==> config.mk <==
export PLATFORM = sky130hd
export DESIGN_NAME = frog_sprite_update_sched
export DESIGN_NICKNAME = d
export VERILOG_FILES = /design/src/rtl/frog_sprite_update_sched.sv
export SDC_FILE = /design/constraint.sdc
export NUM_CORES = 1
export LEC_CHECK = 0
export BUFFER_PORTS_ARGS = -buffer_cell sky130_fd_sc_hd__buf_4
export CORE_ASPECT_RATIO = 0.6
export CORE_MARGIN = 2
export CORE_UTILIZATION = 57
export CTS_BUF_LIST = sky130_fd_sc_hd__clkbuf_2
export DETAILED_ROUTE_END_ITERATION = 6
export PLACE_DENSITY_LB_ADDON = 0.2
export SLEW_MARGIN = 20
export SYNTH_ARGS = -nofsm -noshare
export SYNTH_HDL_FRONTEND = slang
export SYNTH_SLANG_ARGS = --single-unit
==> constraint.sdc <==
create_clock -name clk -period 18.3 [get_ports clk]
set_input_delay 2.745 -clock clk [delete_from_list [all_inputs] [get_ports clk]]
set_output_delay 2.745 -clock clk [all_outputs]
set_load 0.02 [all_outputs]
==> src/rtl/frog_sprite_update_sched.sv <==
// ---------------------------------------------------------------------------
// frog_sprite_update_sched
//   Collects per-sprite x/y/ctrl updates in a shadow table with dirty bits and
//   writes the dirty entries into the frog sprite core's slot register map
//   during vertical blanking. The slot bus is shared with a CPU pass-through
//   that is served only while the scheduler is idle.
//
// Ports
//   clk, reset          clock, asynchronous active-high reset
//   x, y                pixel frame counter (trigger at y==VBLANK_Y, x==0)
//   upd_valid/ready     update handshake (ready only in IDLE)
//   upd_idx/x/y/ctrl    slot index and new position/control
//   force_flush         one-cycle pulse forcing a flush
//   cpu_cs/write/addr/wr_data, cpu_ready
//                       CPU slot request, held by the CPU until cpu_ready
//   cs/write/addr/wr_data
//                       registered slot bus towards the sprite core
//   busy                flush in progress
//   overrun             sticky, a trigger arrived while a flush was running
//
// Optional build macro FROG_SCHED_STATS_EN adds the flush_cnt and wr_cnt
// outputs (16-bit wrapping counters). Without it those ports do not exist.
// ---------------------------------------------------------------------------
module frog_sprite_update_sched #(
   parameter int NSPR     = 20,
   parameter int VBLANK_Y = 480,
   parameter int REG_BASE = 1
) (
   input  logic        clk,
   input  logic        reset,
   input  logic [10:0] x,
   input  logic [10:0] y,
   input  logic        upd_valid,
   output logic        upd_ready,
   input  logic [4:0]  upd_idx,
   input  logic [10:0] upd_x,
   input  logic [10:0] upd_y,
   input  logic [3:0]  upd_ctrl,
   input  logic        force_flush,
   input  logic        cpu_cs,
   input  logic        cpu_write,
   input  logic [13:0] cpu_addr,
   input  logic [31:0] cpu_wr_data,
   output logic        cpu_ready,
   output logic        cs,
   output logic        write,
   output logic [13:0] addr,
   output logic [31:0] wr_data,
   output logic        busy,
   output logic        overrun
`ifdef FROG_SCHED_STATS_EN
   ,
   output logic [15:0] flush_cnt,
   output logic [15:0] wr_cnt
`endif
);

   typedef enum logic [2:0] {
      ST_IDLE, ST_SCAN, ST_WR_X, ST_WR_Y, ST_WR_CTRL
   } state_t;

   // Slot register address: bit 13 selects the slot register window.
   function automatic logic [13:0] slot_addr(input logic [5:0] off);
      return {1'b1, 7'd0, off};
   endfunction

   state_t      state_r, state_next_s;
   logic [10:0] shx_r [NSPR];
   logic [10:0] shy_r [NSPR];
   logic [3:0]  shc_r [NSPR];
   logic [NSPR-1:0] dirty_r;
   logic [4:0]  cur_idx_r, idx_next_s;
   logic        found_s;
   logic [4:0]  found_idx_s;
   logic [5:0]  base_off_s;
   logic        trigger_s;
   logic        cs_next_s, write_next_s;
   logic [13:0] addr_next_s;
   logic [31:0] data_next_s;
   logic        cpu_ready_s, upd_accept_s, clr_dirty_s, fsm_wr_s, overrun_set_s;

   assign trigger_s  = ((y == 11'(VBLANK_Y)) && (x == 11'd0)) || force_flush;
   assign base_off_s = 6'(REG_BASE) + ({1'b0, cur_idx_r} * 6'd3);
   // cpu_ready must answer in the same cycle the request is taken, so it is
   // decoded from the state register rather than registered itself.
   assign cpu_ready  = cpu_ready_s;

   // Priority encoder: lowest-index dirty slot wins (scan from the top down).
   always_comb begin
      found_s     = 1'b0;
      found_idx_s = 5'd0;
      for (int i = NSPR - 1; i >= 0; i--) begin
         found_idx_s = dirty_r[i] ? 5'(i) : found_idx_s;
         found_s     = found_s | dirty_r[i];
      end
   end

   // FSM state and latched slot index.
   always_ff @(posedge clk or posedge reset) begin
      if (reset) begin
         state_r   <= ST_IDLE;
         cur_idx_r <= 5'd0;
      end else begin
         state_r   <= state_next_s;
         cur_idx_r <= idx_next_s;
      end
   end

   // Next-state, bus decision and control strobes.
   always_comb begin
      state_next_s  = state_r;
      idx_next_s    = cur_idx_r;
      cs_next_s     = 1'b0;
      write_next_s  = 1'b0;
      addr_next_s   = 14'd0;
      data_next_s   = 32'd0;
      cpu_ready_s   = 1'b0;
      upd_accept_s  = 1'b0;
      clr_dirty_s   = 1'b0;
      fsm_wr_s      = 1'b0;
      overrun_set_s = 1'b0;
      case (state_r)
         ST_IDLE: begin
            upd_accept_s = upd_valid;
            if (cpu_cs) begin
               cpu_ready_s  = 1'b1;
               cs_next_s    = 1'b1;
               write_next_s = cpu_write;
               addr_next_s  = cpu_addr;
               data_next_s  = cpu_wr_data;
            end else begin
               cpu_ready_s  = 1'b0;
            end
            if (trigger_s) begin
               state_next_s = ST_SCAN;
            end else begin
               state_next_s = ST_IDLE;
            end
         end
         ST_SCAN: begin
            overrun_set_s = trigger_s;
            if (found_s) begin
               idx_next_s   = found_idx_s;
               state_next_s = ST_WR_X;
            end else begin
               state_next_s = ST_IDLE;
            end
         end
         ST_WR_X: begin
            overrun_set_s = trigger_s;
            fsm_wr_s      = 1'b1;
            cs_next_s     = 1'b1;
            write_next_s  = 1'b1;
            addr_next_s   = slot_addr(base_off_s);
            data_next_s   = {21'd0, shx_r[cur_idx_r]};
            state_next_s  = ST_WR_Y;
         end
         ST_WR_Y: begin
            overrun_set_s = trigger_s;
            fsm_wr_s      = 1'b1;
            cs_next_s     = 1'b1;
            write_next_s  = 1'b1;
            addr_next_s   = slot_addr(base_off_s + 6'd1);
            data_next_s   = {21'd0, shy_r[cur_idx_r]};
            state_next_s  = ST_WR_CTRL;
         end
         ST_WR_CTRL: begin
            overrun_set_s = trigger_s;
            fsm_wr_s      = 1'b1;
            clr_dirty_s   = 1'b1;
            cs_next_s     = 1'b1;
            write_next_s  = 1'b1;
            addr_next_s   = slot_addr(base_off_s + 6'd2);
            data_next_s   = {28'd0, shc_r[cur_idx_r]};
            state_next_s  = ST_SCAN;
         end
         default: begin
            state_next_s  = ST_IDLE;
         end
      endcase
   end

   // Shadow table and dirty bits; out-of-range indices are accepted and dropped.
   always_ff @(posedge clk or posedge reset) begin
      if (reset) begin
         for (int i = 0; i < NSPR; i++) begin
            shx_r[i] <= 11'd0;
            shy_r[i] <= 11'd0;
            shc_r[i] <= 4'd0;
         end
         dirty_r <= '0;
      end else if (upd_accept_s && (upd_idx < 5'(NSPR))) begin
         shx_r[upd_idx]   <= upd_x;
         shy_r[upd_idx]   <= upd_y;
         shc_r[upd_idx]   <= upd_ctrl;
         dirty_r[upd_idx] <= 1'b1;
      end else if (clr_dirty_s) begin
         dirty_r[cur_idx_r] <= 1'b0;
      end
   end

   // Registered slot bus and status outputs.
   always_ff @(posedge clk or posedge reset) begin
      if (reset) begin
         cs        <= 1'b0;
         write     <= 1'b0;
         addr      <= 14'd0;
         wr_data   <= 32'd0;
         busy      <= 1'b0;
         upd_ready <= 1'b1;
         overrun   <= 1'b0;
      end else begin
         cs        <= cs_next_s;
         write     <= write_next_s;
         addr      <= addr_next_s;
         wr_data   <= data_next_s;
         busy      <= (state_next_s != ST_IDLE);
         upd_ready <= (state_next_s == ST_IDLE);
         overrun   <= overrun | overrun_set_s;
      end
   end

`ifdef FROG_SCHED_STATS_EN
   logic wrote_r;

   // Flush/write statistics; a flush counts only if it wrote at least one slot.
   always_ff @(posedge clk or posedge reset) begin
      if (reset) begin
         wrote_r   <= 1'b0;
         flush_cnt <= 16'd0;
         wr_cnt    <= 16'd0;
      end else begin
         if (fsm_wr_s) begin
            wr_cnt <= wr_cnt + 16'd1;
         end
         if (state_r == ST_IDLE) begin
            wrote_r <= 1'b0;
         end else if ((state_r == ST_SCAN) && found_s) begin
            wrote_r <= 1'b1;
         end else if ((state_r == ST_SCAN) && wrote_r) begin
            flush_cnt <= flush_cnt + 16'd1;
         end
      end
   end
`endif

endmodule
# ---- Word-level counts from Yosys, hierarchy flattened
# Cells that the tools add are included.
dict set report word_totals {
  output_inout_bits 52
  in_bits 105
  register_bits 599
  elab_cells 183
}
dict set report op_classes {
  bitwise 25
  multipliers 1
  reduce_logical 14
  add_sub_neg 3
  muxes 57
  magnitude_cmp 8
  n_eq_ne 5
}
# cell n
set op_table {}
lappend op_table {{$bwmux 220} 2}
lappend op_table {{$pmux 32 s4} 1}
lappend op_table {{$bmux 11 s5} 2}
lappend op_table {{$mux 5} 20}
lappend op_table {{$bwmux 80} 1}
lappend op_table {{$pmux 14 s4} 1}
lappend op_table {{$demux 11 s5} 1}
lappend op_table {{$mux 11} 5}
lappend op_table {{$mux 20} 2}
lappend op_table {{$mux 32} 1}
lappend op_table {{$and 20x20->20} 1}
lappend op_table {{$bmux 4 s5} 1}
lappend op_table {{$demux 4 s5} 1}
lappend op_table {{$not 20->20} 1}
lappend op_table {{$or 1x1->1} 20}
lappend op_table {{$or 20x20->20} 1}
lappend op_table {{$pmux 3 s5} 1}
lappend op_table {{$mux 14} 1}
lappend op_table {{$ge 6x6->1 const B} 2}
lappend op_table {{$lt 5x6->1 const B} 2}
lappend op_table {{$mux 4} 3}
lappend op_table {{$not 5->6} 2}
lappend op_table {{$eq 11x9->1 const B} 1}
lappend op_table {{$logic_not 11->1} 1}
lappend op_table {{other kinds (22)} 39}

# ---- Longest topological paths before layout
# Gate-level depths: netlist of run 1.
dict set report logic_depth {
  ltp_word 22
  depth_mapped 13
  depth_no_buf 7
}

# ---- Worst setup path after synthesis of run 1
# OpenSTA, ideal clock, no wires.
dict set report synth_timing {
  path_kind {input -> output}
  startpoint {input cpu_cs}
  endpoint {output cpu_ready}
  n_path_buf 1
  t_required_ns 15.555
  cell_stages 2
  setup_slack_ns 11.943
  arrival_time_ns 3.612
  path_cell_list {nor4b_2 > clkbuf_1}
}
dict set report synth_between {
  elab_chain_cells 2
}
# item line
set synth_lines {}
lappend synth_lines {{start: declaration} 40} ;# input logic cpu_cs,
lappend synth_lines {{$mux 1} 125} ;# if (cpu_cs) begin
lappend synth_lines {{$mux 1} 122} ;# case (state_r)
lappend synth_lines {{end: declaration} 44} ;# output logic cpu_ready,
# Every way passes these cells.

# ---- Worst setup path after layout of run 1
# Ends and elaborated chain as after synthesis.

==> flow_summary.ini, run 1 <==
[outcome]
outcome = finished, final reports clean

[worst_setup_path]
reg2reg_from = state_r[0]
worstPathMaxFanout = 6
startpoint_type = primary input
arrival_ns = 3.41
cp-startpoint = cpu_cs
worstPathRequired_ns = 15.55
endpoint_kind = output port
ff2ff_path_depth = 6
critPathKind = in -> out

[worst_hold_path]
hold_start = shy_r[152]
min_path_type = reg -> reg
holdPathStages = 1

[layout]
fin_cells = 2764
final_nets = 2150
syn_to_final_growth_pct = 10.68
final_common_cell = dfrtp_1
mostFrequentLayoutCells = dfrtp_1, mux2_2, clkbuf_2
drive_gt1_share_pct = 51.70
num-fill-cells = 3649

[synth]
synth_ff_type = dfrtp_1
avgSynthCellArea_um2 = 14.75
async_reset_ff_share_pct = 100.0
ys.warnings.count = 0
yosysSeqAreaShare_pct = 55.00
netlist_area_um2 = 27260
synth_nets = 1965
synthDistinctLibCells = 67
synth_edf_count = 0
syn_inst = 1848
ys_ff_latch = 599

[global_route]
grt_pass1_vias = 17890
gr-usage-all-layers_pct = 29.82
antenna_found_initial = 2
grt_first_pass_wirelength_um = 110600
grt_max_degree = 158
overflow = 0

[floorplanning]
dieArea_um2 = 49640
num_rows = 62
io_pins = 157
fp.dieW_um = 286.3
start_util_pct = 57.32
die_h_um = 173.4
core-area_um2 = 47550

[drt]
wl_per_cell_um = 26.07
vias_per_cell = 6.203
first_pass_iters = 5
drc_errors = 0
vias = 17150
drtIter0Drc = 1468
drt-total-wl_um = 72060
final_antenna_net_count = 0

[run]
cap_viol_max_count = 0

[sta]
slew_headroom_pct = 24.50
rsz0062_at_grt = false
tightest_slew_ns = 1.131
drv_slew = 0
setup_viol = 0
timing.final.crit_share_pct = 33.62
fmax_ghz = 0.1625
holdWs_ns = 0.5052
fin_skew_ns = 0.1099
hold_viol_final = 0
min_period_ns = 6.153
tns_ns = 0

[clocking]
postCtsHoldBufs = 0
ctsLongestPathBuffers = 3
cts.sinks = 599
clk_pin_slew_worst_paths_ns = 0.09
htreeDepth = 4
cts_tree = yes
post_cts_buffers = 0
clk_latency_ns = 1.11
cts_root_buf = clkbuf_2
cts_inserted_buffers = 140
cts_resized = 0

[placement]
hpwl_um = 43010
gp_congestion = 0.8497
io_buffers = 156
place_inst = 2529

[power]
ir_worst_vdd_uv = 69.75
p_leak_nw = 14.54
powerDensity_nw_per_um2 = 133.9
finalPower_mw = 4.038
kinds of logic (layout without fill, tap and decap cells):
logic type / after synthesis / after routing / share of synthesized area (%)
mux: 669 / 669 / 32.93
fa+ha+maj: 12 / 12 / 0.5784
flops: 599 / 599 / 55.00
buf+inv: 177 / 451 / 3.002
compound gates: 154 / 154 / 3.810
xor+xnor: 5 / 5 / 0.1607
other cells: 0 / 2 / 0
simple gates: 232 / 232 / 4.522
power by group:
part / switching (mW) / internal, mW / leakage, nW
registers: 0.251 / 1.70 / 8.01
clock network: 0.528 / 0.309 / 0.916
logic: 0.580 / 0.666 / 5.61
state kept, by name, indices dropped and copies added (netlist names), 3 cells and up:
signal	count
addr	14
cur_idx_r	5
dirty_r	20
shc_r	80
shx_r	220
shy_r	220
state_r	3
wr_data	32
final timing paths:
check / to / slack, ns
worst max-delay path: cpu_ready / 12.15
worst min-delay path: shy_r[152] / 0.51
worst max register to register: shy_r[80] / 14.42
worst min register to register: shy_r[152] / 0.51
max in group asynchronous: shy_r[3] / 14.12
min in group asynchronous: shy_r[127] / 1.72
metal layers:
layer	GRT usage (%)	vias to the layer above	share of wire [%]	routed length (um)
li1	-	7234	-	-
met3	9.145	127	8.7	6292
met4	8.355	0	2.1	1533
met1	43.98	9084	45	32100
met2	43.19	700	45	32140
met5	0	-	0	0
cells in the mapped netlist (8+ instances only):
cell | count | area (um^2)
nand3_1 | 11 | 55.05
o21ai_0 | 22 | 110.1
a211oi_1 | 12 | 90.09
nand2_1 | 89 | 334.1
o22ai_1 | 8 | 50.05
a22o_1 | 11 | 96.34
mux4_2 | 130 | 2928
mux2_2 | 519 | 5844
nor2_2 | 9 | 56.30
buf_2 | 42 | 210.2
nor2b_1 | 10 | 62.56
a21oi_1 | 42 | 210.2
and2_1 | 30 | 187.7
buf_4 | 21 | 157.7
a22oi_1 | 12 | 90.09
ha_1 | 11 | 137.6
a2bb2oi_1 | 12 | 105.1
mux2i_1 | 18 | 180.2
inv_1 | 19 | 71.32
nor4_1 | 11 | 68.82
nor2_1 | 25 | 93.84
clkbuf_1 | 84 | 315.3
dfrtp_1 | 598 | 14960
and3_1 | 12 | 75.07
stage by stage:
step | worst slack (ns) | area (um^2) | utilization [%]
final | 12.15 | 30170 | 63.44
after global routing | 12.11 | 30170 | 63.44
after CTS | 12.11 | 30110 | 63.31
after detailed placement | 12.11 | 28940 | 60.85
after global placement | 12.12 | 28920 | 60.82
after floorplan | 7.387 | 27260 | -
critical path: stages:
cell and delay, ns:
buf_4 0.11, nor4b_4 0.33, buf_4 0.22
layout make-up:
class	count	area [um^2]	area share [%]
flip-flops and latches	599	15000	49.72
multi-input cells	1072	11540	38.25
repair buffers	200	1574	5.218
clock buffers	205	1026	3.401
well taps	640	800.8	2.654
clock inverters	26	143.9	0.4770
inverters	20	78.83	0.2613
diodes	2	5.005	0.01659
(Power assumes the default switching activity.)
==> run 2, diff against run 1 <==
--- a/config.mk
+++ b/config.mk
@@ -8,7 +8,7 @@
 export BUFFER_PORTS_ARGS = -buffer_cell sky130_fd_sc_hd__buf_4
 export CORE_ASPECT_RATIO = 0.6
 export CORE_MARGIN = 2
-export CORE_UTILIZATION = 57
+export CORE_UTILIZATION = 60
 export CTS_BUF_LIST = sky130_fd_sc_hd__clkbuf_2
 export DETAILED_ROUTE_END_ITERATION = 6
 export PLACE_DENSITY_LB_ADDON = 0.2
==> constraint.sdc (replaced) <==
create_clock -name clk -period 6.32 [get_ports clk]
set_input_delay 0.948 -clock clk [delete_from_list [all_inputs] [get_ports clk]]
set_output_delay 0.948 -clock clk [all_outputs]
set_load 0.02 [all_outputs]
==> run 2 against run 1 <==
Register-to-register slack worse by 12 ns. Power rose to 2.9 times the previous value. Global-route usage up 1.9 points. Sequential share of layout area down 0.23 points. Cell area up 0.47%. Non-clock buffer count up 23. Worst setup slack worse by 10 ns. Worst hold slack worse by 0.43 ns. Cell count down 1.6%. Via count up 1.0%. Routed wire length up 0.39%. Sequential cell count unchanged. Critical endpoint unchanged. Largest power group unchanged.
==> flow_summary.ini, run 2 (synthesis results as in run 1) <==
[sta]
hold_viol_final = 0
slew_headroom_pct = 25.03
tightest_slew_ns = 1.122
rsz0062_at_grt = false
setup_slack_ns = 1.936
drv_slew = 0
fmax_ghz = 0.2281
setup_viol = 0
timing.final.crit_share_pct = 69.37
min_period_ns = 4.384
fin_skew_ns = 0.09344

[power]
internal-power_mw = 7.699
ir_worst_vdd_uv = 178.4
finalPower_mw = 11.65
clkPwrFrac_pct = 19.9
powerDensity_nw_per_um2 = 384.5
p_leak_nw = 14.55
switching_share_pct = 33.94
p_seq_share_pct = 49.0
p_comb_share_pct = 31.1
power.net_switching_mw = 3.955

[layout]
final_util_pct = 67.63
fin_cells = 2719
postLayoutCellArea_um2 = 30310
top_regs = shx_r (220), shy_r (220), shc_r (80)
mostFrequentLayoutCells = dfrtp_1, mux2_2, clkbuf_2, buf_4, mux4_2
final_common_cell = dfrtp_1
final_nets = 2170
syn_to_final_growth_pct = 11.20
drive_gt1_share_pct = 50.47

[worst_setup_path]
startpoint_type = flip-flop
worstPathMaxFanout = 39
endpoint_kind = output port
arrival_ns = 3.44
critPathKind = reg -> out
r2r_setup_slack_ns = 2.71
worstPathRequired_ns = 5.37

[drt]
drtIter0Drc = 1451
final_antenna_net_count = 0
vias = 17320
drc_errors = 0
wl_per_cell_um = 26.61
first_pass_iters = 5
drt-total-wl_um = 72340
vias_per_cell = 6.369

[placement]
dpl_cell_area_um2 = 28840
io_buffers = 156
place_ws_ns = 2.739
gp_congestion = 0.8895
hpwl_um = 43470
place_inst = 2470

[floorplanning]
fp.dieW_um = 279.2
start_util_pct = 60.82
die_h_um = 169.1
io_pins = 157
num_rows = 60
core-area_um2 = 44820
dieArea_um2 = 47200

[global_route]
antenna_found_initial = 4
grt_pass1_vias = 18080
grt_first_pass_wirelength_um = 111000
gr-usage-all-layers_pct = 31.67
grt_max_degree = 187
overflow = 0

[clocking]
cts_root_buf = clkbuf_2
clk_latency_ns = 1.11
cts_resized = 0
ctsLongestPathBuffers = 3
clk_pin_slew_worst_paths_ns = 0.12
htreeDepth = 4
cts_tree = yes
cts_inserted_buffers = 137
cts.sinks = 599
post_cts_buffers = 0
postCtsHoldBufs = 29

[worst_hold_path]
min_path_type = in -> reg

[run]
cap_viol_max_count = 0

[outcome]
outcome = finished, final reports clean
run 2: cell count changes in the layout (fill, tap and decap cells not counted), moves of 2 or more:
cell | before | now
buf_4 | 195 | 186
buf_12 | 2 | 6
diode_2 | 2 | 4
clkbuf_2 | 205 | 186
dlygate4sd3_1 | 0 | 29
run 2: worst paths after layout:
check                                 start         end  cells past startpoint
worst max-delay path             state_r[0]   cpu_ready                      3
worst min-delay path            cpu_addr[1]     addr[1]                      3
worst max register to register   state_r[0]  shy_r[212]                      6
worst min register to register      overrun     overrun                      1
max in group asynchronous             reset   shc_r[36]                      5
min in group asynchronous             reset  shy_r[169]                      3
run 2: power by group through the flow:
stage	Sequential [mW]	Clock, mW	Combinational (mW)
final	5.71	2.32	3.62
after global routing	5.84	2.58	3.88
after CTS	5.69	2.38	3.61
after detailed placement	5.77	0	3.58
after global placement	5.69	0	3.47
after floorplan	5.52	0	2.74
run 2: per-layer routing:
metal	vias up	part of all wire, %	routed length (um)	GRT usage [%]
met5	-	0	0	0
met4	0	2.3	1638	10.22
met3	121	8.0	5794	7.108
met2	763	45	32370	46.67
met1	9187	45	32540	47.34
li1	7246	-	-	-
run 2: stage by stage:
stage	TNS [ns]	hold WS, ns
3_3_place_gp	0	0.4521
5_1_grt	0	0.02468
3_5_place_dp	0	0.4733
6_report	0	0.07754
2_1_floorplan	-1672.76	0.4533
4_1_cts	0	0.02011
run 2: cell type report:
class,instances,area [um^2]
Clock buffer,186,930.9
Timing Repair Buffer,223,1862
Inverter,20,78.83
Multi-Input combinational cell,1072,11540
Tap cell,589,737.0
Sequential cell,599,15000
Fill cell,3213,14510
Antenna cell,4,10.01
Clock inverter,26,146.4
run 2: critical path: stages, from the launching register on:
cell and delay, ns:
dfrtp_1 0.69, nor4b_4 0.87, buf_4 0.50, buf_4 0.23
